**src/rtl/frec_divisor_pkg.sv**
```systemverilog
// Shared constants and types for the programmable clock divider family.
package frec_divisor_pkg;

  typedef enum logic {
    MODE_TOGGLE = 1'b0,
    MODE_PULSE  = 1'b1
  } mode_t;

  // Terminal counts for a 100 MHz system clock; 1 Hz needs CNT_W >= 26.
  localparam int unsigned DIV_1K_100M  = 49999;
  localparam int unsigned DIV_1HZ_100M = 49_999_999;

endpackage

```
**src/rtl/frec_divisor_ch.sv**
```systemverilog
// One divider channel: terminal-count counter, config registers, registered outputs.
module frec_divisor_ch
  import frec_divisor_pkg::*;
#(
  parameter int unsigned      CNT_W       = 16,
  parameter logic [CNT_W-1:0] DIV_DEFAULT = CNT_W'(DIV_1K_100M)
) (
  input  logic             clk,
  input  logic             reset,
  input  logic             en,
  input  logic             sync,
  input  logic             ld_this,
  input  logic [CNT_W-1:0] ld_div,
  input  logic             ld_mode,
  output logic             clk_out,
  output logic             tick
);

  logic [CNT_W-1:0] cnt;
  logic [CNT_W-1:0] div_reg;
  mode_t            mode_reg;
  logic             out_reg;
  logic             tick_reg;

  always_ff @(posedge clk) begin
    if (reset) begin
      cnt      <= '0;
      div_reg  <= DIV_DEFAULT;
      mode_reg <= MODE_TOGGLE;
      out_reg  <= 1'b0;
      tick_reg <= 1'b0;
    end else if (sync || ld_this) begin
      // Sync outranks the load for phase, but a coincident load still takes its config.
      cnt      <= '0;
      out_reg  <= 1'b0;
      tick_reg <= 1'b0;
      if (ld_this) begin
        div_reg  <= ld_div;
        mode_reg <= mode_t'(ld_mode);
      end
    end else if (en) begin
      if (cnt == div_reg) begin
        cnt      <= '0;
        tick_reg <= 1'b1;
        out_reg  <= (mode_reg == MODE_PULSE) ? 1'b1 : ~out_reg;
      end else begin
        cnt      <= cnt + 1'b1;
        tick_reg <= 1'b0;
        if (mode_reg == MODE_PULSE) out_reg <= 1'b0;
      end
    end else begin
      tick_reg <= 1'b0;
      if (mode_reg == MODE_PULSE) out_reg <= 1'b0;
    end
  end

  assign clk_out = out_reg;
  assign tick    = tick_reg;

endmodule

```
**src/rtl/frec_divisor_prog.sv**
```systemverilog
// Multi-channel programmable clock divider / tick generator sharing enable and sync.
module frec_divisor_prog
  import frec_divisor_pkg::*;
#(
  parameter int unsigned CNT_W       = 16,
  parameter int unsigned N_CH        = 2,
  parameter int unsigned DIV_DEFAULT = DIV_1K_100M,
  parameter int unsigned SEL_W       = 3
) (
  input  logic             clk,
  input  logic             reset,
  input  logic             en,
  input  logic             sync,
  input  logic             ld,
  input  logic [SEL_W-1:0] ld_sel,
  input  logic [CNT_W-1:0] ld_div,
  input  logic             ld_mode,
  output logic [N_CH-1:0]  clk_out,
  output logic [N_CH-1:0]  tick
);

  // Out-of-range ld_sel matches no channel, so such loads are dropped.
  for (genvar i = 0; i < N_CH; i++) begin : g_ch
    logic ld_this;
    assign ld_this = ld && (ld_sel == SEL_W'(i));

    frec_divisor_ch #(
      .CNT_W      (CNT_W),
      .DIV_DEFAULT(CNT_W'(DIV_DEFAULT))
    ) u_ch (
      .clk    (clk),
      .reset  (reset),
      .en     (en),
      .sync   (sync),
      .ld_this(ld_this),
      .ld_div (ld_div),
      .ld_mode(ld_mode),
      .clk_out(clk_out[i]),
      .tick   (tick[i])
    );
  end

endmodule

```
**config.mk**
```make
export PLATFORM = sky130hd
export DESIGN_NAME = frec_divisor_prog
export DESIGN_NICKNAME = d
export VERILOG_FILES = /design/src/rtl/frec_divisor_pkg.sv /design/src/rtl/frec_divisor_ch.sv /design/src/rtl/frec_divisor_prog.sv
export SDC_FILE = /design/constraint.sdc
export NUM_CORES = 1
export LEC_CHECK = 0
export ABC_AREA = 1
export BUFFER_PORTS_ARGS = -buffer_cell sky130_fd_sc_hd__clkbuf_2
export CORE_UTILIZATION = 40
export DETAILED_ROUTE_END_ITERATION = 7
export PLACE_DENSITY = 0.66
export SYNTH_ARGS = -nofsm -noshare
export SYNTH_HDL_FRONTEND = slang
export SYNTH_SLANG_ARGS = --single-unit
```
**constraint.sdc**
```tcl
create_clock -name clk -period 1.3 [get_ports clk]
set_input_delay 0.26 -clock clk [delete_from_list [all_inputs] [get_ports clk]]
set_output_delay 0.26 -clock clk [all_outputs]
set_load 0.005 [all_outputs]
```
After elaboration in Yosys (flattened, before gate mapping)
Index checks and enable logic that the tools add are counted.
- flip-flop bits (word level): 70
- bits in latches: 0
- bits in writable memories: 0
- ROM bits: 0
- input bits: 25
- output and inout port bits: 4
- logic and storage cells: 41
- memories kept: 0
- $add $sub $neg: 2
- multiply operators: 0
- div/mod/pow operators: 0
- $lt $le $gt $ge: 0
- equal/unequal tests: 3
- shift-type cells: 0
- multiplexer cells: 12
- bitwise gates (word level): 3
- reductions and logical operators: 11
- operators by type and width (kind ; count):
    $add 16x1->16 const B ; 2
    $eq 16x16->1 ; 2
    $mux 16 ; 2
    $mux 1 ; 10
    $reduce_or 3->1 ; 2
    $reduce_and 2->1 ; 2
    $reduce_or 2->1 ; 2
    $eq 3x1->1 const B ; 1
    $logic_not 3->1 ; 1
    $not 1->1 ; 3
    $logic_and 1x1->1 ; 2
    $logic_or 1x1->1 ; 2

Logic depth before layout (Yosys ltp)
- word-level depth: 4
- depth in mapped cells: 10
- gate-level depth less buffers: 10

Modules after synthesis
A second synthesis with hierarchy kept.
- cells, all modules: 506
- area, all modules: 3548.4 um^2
- by module, submodules not included (module ; instances ; cells an instance ; area an instance (um^2) ; sequential area each (um^2)):
    frec_divisor_ch ; 2 ; 249 ; 1759.2 ; 700.7
    frec_divisor_prog ; 1 ; 8 ; 30.0 ; 0.0

Worst setup path before layout
OpenSTA, ideal clock, no wires.
- path type: register -> register
- start point: register g_ch[0].u_ch.cnt[0]
- end point: register g_ch[0].u_ch.cnt[12]
- setup time: 70 ps
- arrival time: 1295 ps
- data required time: 1230 ps
- path slack: -65 ps
- stages on the path, launching flop included: 9
- buffers on the path: 0
- period minus slack after synthesis: 1365 ps
- cells stage by stage: dfxtp_1 -> ha_1 -> nand2_1 -> nor2_1 -> nand2_1 -> nor2_1 -> nand2_1 -> or2_0 -> a21oi_1
- cells in the longest elaborated chain, start to end: 2
- elaborated cells on any way between the ends: 3
- classes of those cells: add/sub: 1; eq/ne: 1; mux: 1
- RTL lines (what ; RTL line ; source):
    from (decl) ; frec_divisor_ch.sv:19 ; logic [CNT_W-1:0] cnt;
    from (signal assigned) ; frec_divisor_ch.sv:47 ; cnt <= cnt + 1'b1;
    $add 16x1->16 / $eq 16x16->1 (equally long branches) ; frec_divisor_ch.sv:47, frec_divisor_ch.sv:42 ;
    $mux 16 (*) ; frec_divisor_ch.sv:42 ; if (cnt == div_reg) begin
Mark *: on every way between the ends. The rest lies on a longest branch, timed or not.
A chain may end at the register's enable or synchronous reset.

Final worst setup path
- start point: register g_ch[1].u_ch.div_reg[9]
- end point: register g_ch[1].u_ch.cnt[7]
- cells in the longest elaborated chain, start to end: 2
- RTL lines (what ; RTL line ; source):
    from (decl) ; frec_divisor_ch.sv:20 ; logic [CNT_W-1:0] div_reg;
    from (signal assigned) ; frec_divisor_ch.sv:38 ; div_reg <= ld_div;
    $eq 16x16->1 ; frec_divisor_ch.sv:42 ;
    $mux 16 ; frec_divisor_ch.sv:42 ;
    to (signal assigned) ; frec_divisor_ch.sv:47 ;
    to (decl) ; frec_divisor_ch.sv:19 ;
No other way between the ends.

==> impl_metrics.yaml <==
pwr:
  switching_share: 0.254
  clockPowerShare: 0.411
  power_switching_uw: 1110
  pwr-share-seq: 0.503
  vdd_ir_drop_max_mv: 0.504
  cellInternalPower_uw: 3270
  powerDensity_nw_per_um2: 868
  combPwrFrac: 0.085
  p_leak_uw: 0.00220
timing:
  fin_worst_skew_ns: 0.00811
  setup_viol: 34
  max_freq_ghz: 0.704
  fin_crit_sh: 1.09
  fin_ws_ns: -0.121
  slew_headroom: 0.726
  hold_violations: 0
  slew_violations: 0
  period_minus_slack_ns: 1.42
  worstMarginPinSlew_ns: 0.411
  rsz0062_at_grt: "true"
setup_path:
  worstSetupEndpointType: "register"
  startpoint_type: "register"
  critPathMaxFanout: 7
  criticalPathCategory: "register to register"
  arrival_ns: 1.67
  required_ns: 1.54
cts:
  clk_pin_slew_worst_paths_ns: 0.08
  cts_buffers: 9
  cts_tree: "built"
  clkLatencyLatePin_ns: 0.36
  clockBufferDepth: 2
  clock-sinks: 70
  htreeDepth: 3
  root_buffer: "clkbuf_8"
final_layout:
  area_delta_synth_final_pct: 45.8
  fill_cells: 702
  final_area_um2: 5040
  seq_area_um2: 1460
  final_cells: 729
  multi_input_area_um2: 2120
  antenna_cells: 0
  nNetsFinal: 646
  drive_gt1_frac: 0.434
global_routing:
  grt_pass1_wl_mm: 15.0
  grt_max_degree: 26
  antenna_found_initial: 0
  groute.usage.overall: 0.218
  grt_pass1_vias: 3311
  grt-ovfl-total: 0
placement:
  place_area_um2: 4220
  gp_congestion: 0.869
  io_buffers: 28
  place_inst: 695
  hpwlAfterDp_mm: 6.45
outcome:
  violations: "setup timing"
  status: "finished with violations"
die:
  die_y_um: 95.0
  dieArea_um2: 9030
  core_area_um2: 8300
  io_pins: 29
  fp.dieW_um: 95.0
  fp-row-count: 33
  initial_core_util: 0.417
synth:
  synthesis.nets: 532
  synth_area_leaders: "dfxtp_1 (40%), nand2_1 (16%), inv_1 (6.8%)"
  yosysMostFrequentCell: "nand2_1"
  synth-main-ff-cell: "dfxtp_1"
  yosysWarnings: 0
  synth_cells: 505
  synth_enable_flop_cells: 0
  synth_area_per_cell_um2: 6.85
  yosysSeqAreaShare: 0.405
  ys_ff_latch: 70
  syn-cell-area_um2: 3460
  yosysTopAreaCell: "dfxtp_1"
  netlist.area_leader.share: 0.405
  synth_cell_types: 32
  synth_common_cells: "nand2_1 (151), dfxtp_1 (70), inv_1 (63)"
  async_flop_share: 0
route:
  drt-total-wl_mm: 9.87
  vias_per_cell: 4.84
  num_vias: 3531
  antenna_left: 0
  drt-pass1-iter-count: 4
  drt_iter0_markers: 244
  wl_per_cell_um: 13.5
  drc: 0
min_path:
  hp-class: "input port to register"
run:
  drv_cap: 0
## cells by family after synthesis
group | Yosys count | synth area share
buffers and inverters | 85 | 0.106
flip-flops | 70 | 0.405
AO/OA/AOI/OAI | 63 | 0.104
AND/OR/NAND/NOR | 264 | 0.325
adder cells (fa/ha/maj) | 2 | 0.00723
XOR/XNOR | 21 | 0.0531
## power by group through the flow
stage                     clock network (uW)  logic [uW]  registers, uW
final                                   1800         373           2200
after global placement                     0         304           2260
after floorplan                            0         173           2250
after detailed placement                   0         308           2260
after CTS                               1820         325           2200
after global routing                    1920         407           2210
## per-layer routing
| metal | wire, um | vias up | global-route usage |
|---|---|---|---|
| li1 | - | 1806 | - |
| met1 | 4180 | 1625 | 0.251 |
| met2 | 5130 | 69 | 0.394 |
| met3 | 283 | 31 | 0.0542 |
| met4 | 275 | 0 | 0.0682 |
| met5 | 0 | - | 0 |
## final timing paths
kind	start	end	slack (ns)	depth (start not counted)
setup / recovery	g_ch[1].u_ch.div_reg[9]	g_ch[1].u_ch.cnt[7]	-0.12	7
setup reg to reg	g_ch[1].u_ch.div_reg[9]	g_ch[1].u_ch.cnt[7]	-0.12	7
hold / removal	ld_div[6]	g_ch[0].u_ch.div_reg[6]	0.14	3
hold reg to reg	g_ch[1].u_ch.mode_reg	g_ch[1].u_ch.mode_reg	0.47	2
## stage by stage
stage	utilization	setup WS [ns]	total power [uW]	TNS, ns	hold slack [ns]
detailed placement	0.508	-0.241	2570	-4.97	0.450
finish	0.608	-0.121	4380	-3.09	0.142
floorplan	-	-0.00357	2420	-0.00357	0.373
global route	0.608	-0.195	4540	-5.99	0.133
global placement	0.508	-0.185	2560	-3.49	0.441
CTS	0.561	-0.0781	4350	-1.72	0.132
## what timing repair did
action / in CTS / in global routing
setup endpoints to repair: 36 / 36
pin swaps: 24 / 46
cloned: 1 / 1
gates resized for setup: 52 / 100
hold endpoints to repair: 0 / 0
buffers inserted: 7 / 9
hold buffers: 0 / 0
## critical path, cell delays in order, from the launching register on
cell and delay [ns]:
dfxtp_1 0.41, xnor2_1 0.17, nand2_1 0.10, nor2_1 0.23, nand3_4 0.12, nand2_4 0.10
clkbuf_16 0.16, nor2_2 0.03
## placed cells by master, fill, tap and decap left out, types with 19 or more instances in the layout
cell type and instances:
clkbuf_2 28, nor2_1 26, nor2_2 24, nor2_4 19, nand3_1 22, inv_1 52, dfxtp_1 41, nand2_1 132
dfxtp_2 22, buf_4 84
## cell type report
| type | instances | share of cell area |
|---|---|---|
| sequential | 70 | 0.288 |
| multi-input combinational | 351 | 0.420 |
| timing repair buffer | 118 | 0.174 |
| clock inverter | 6 | 0.0122 |
| clock buffer | 10 | 0.0273 |
| inverter | 69 | 0.0523 |
| tap | 105 | 0.0260 |
No activity file was read; power rests on OpenSTA's default activity.
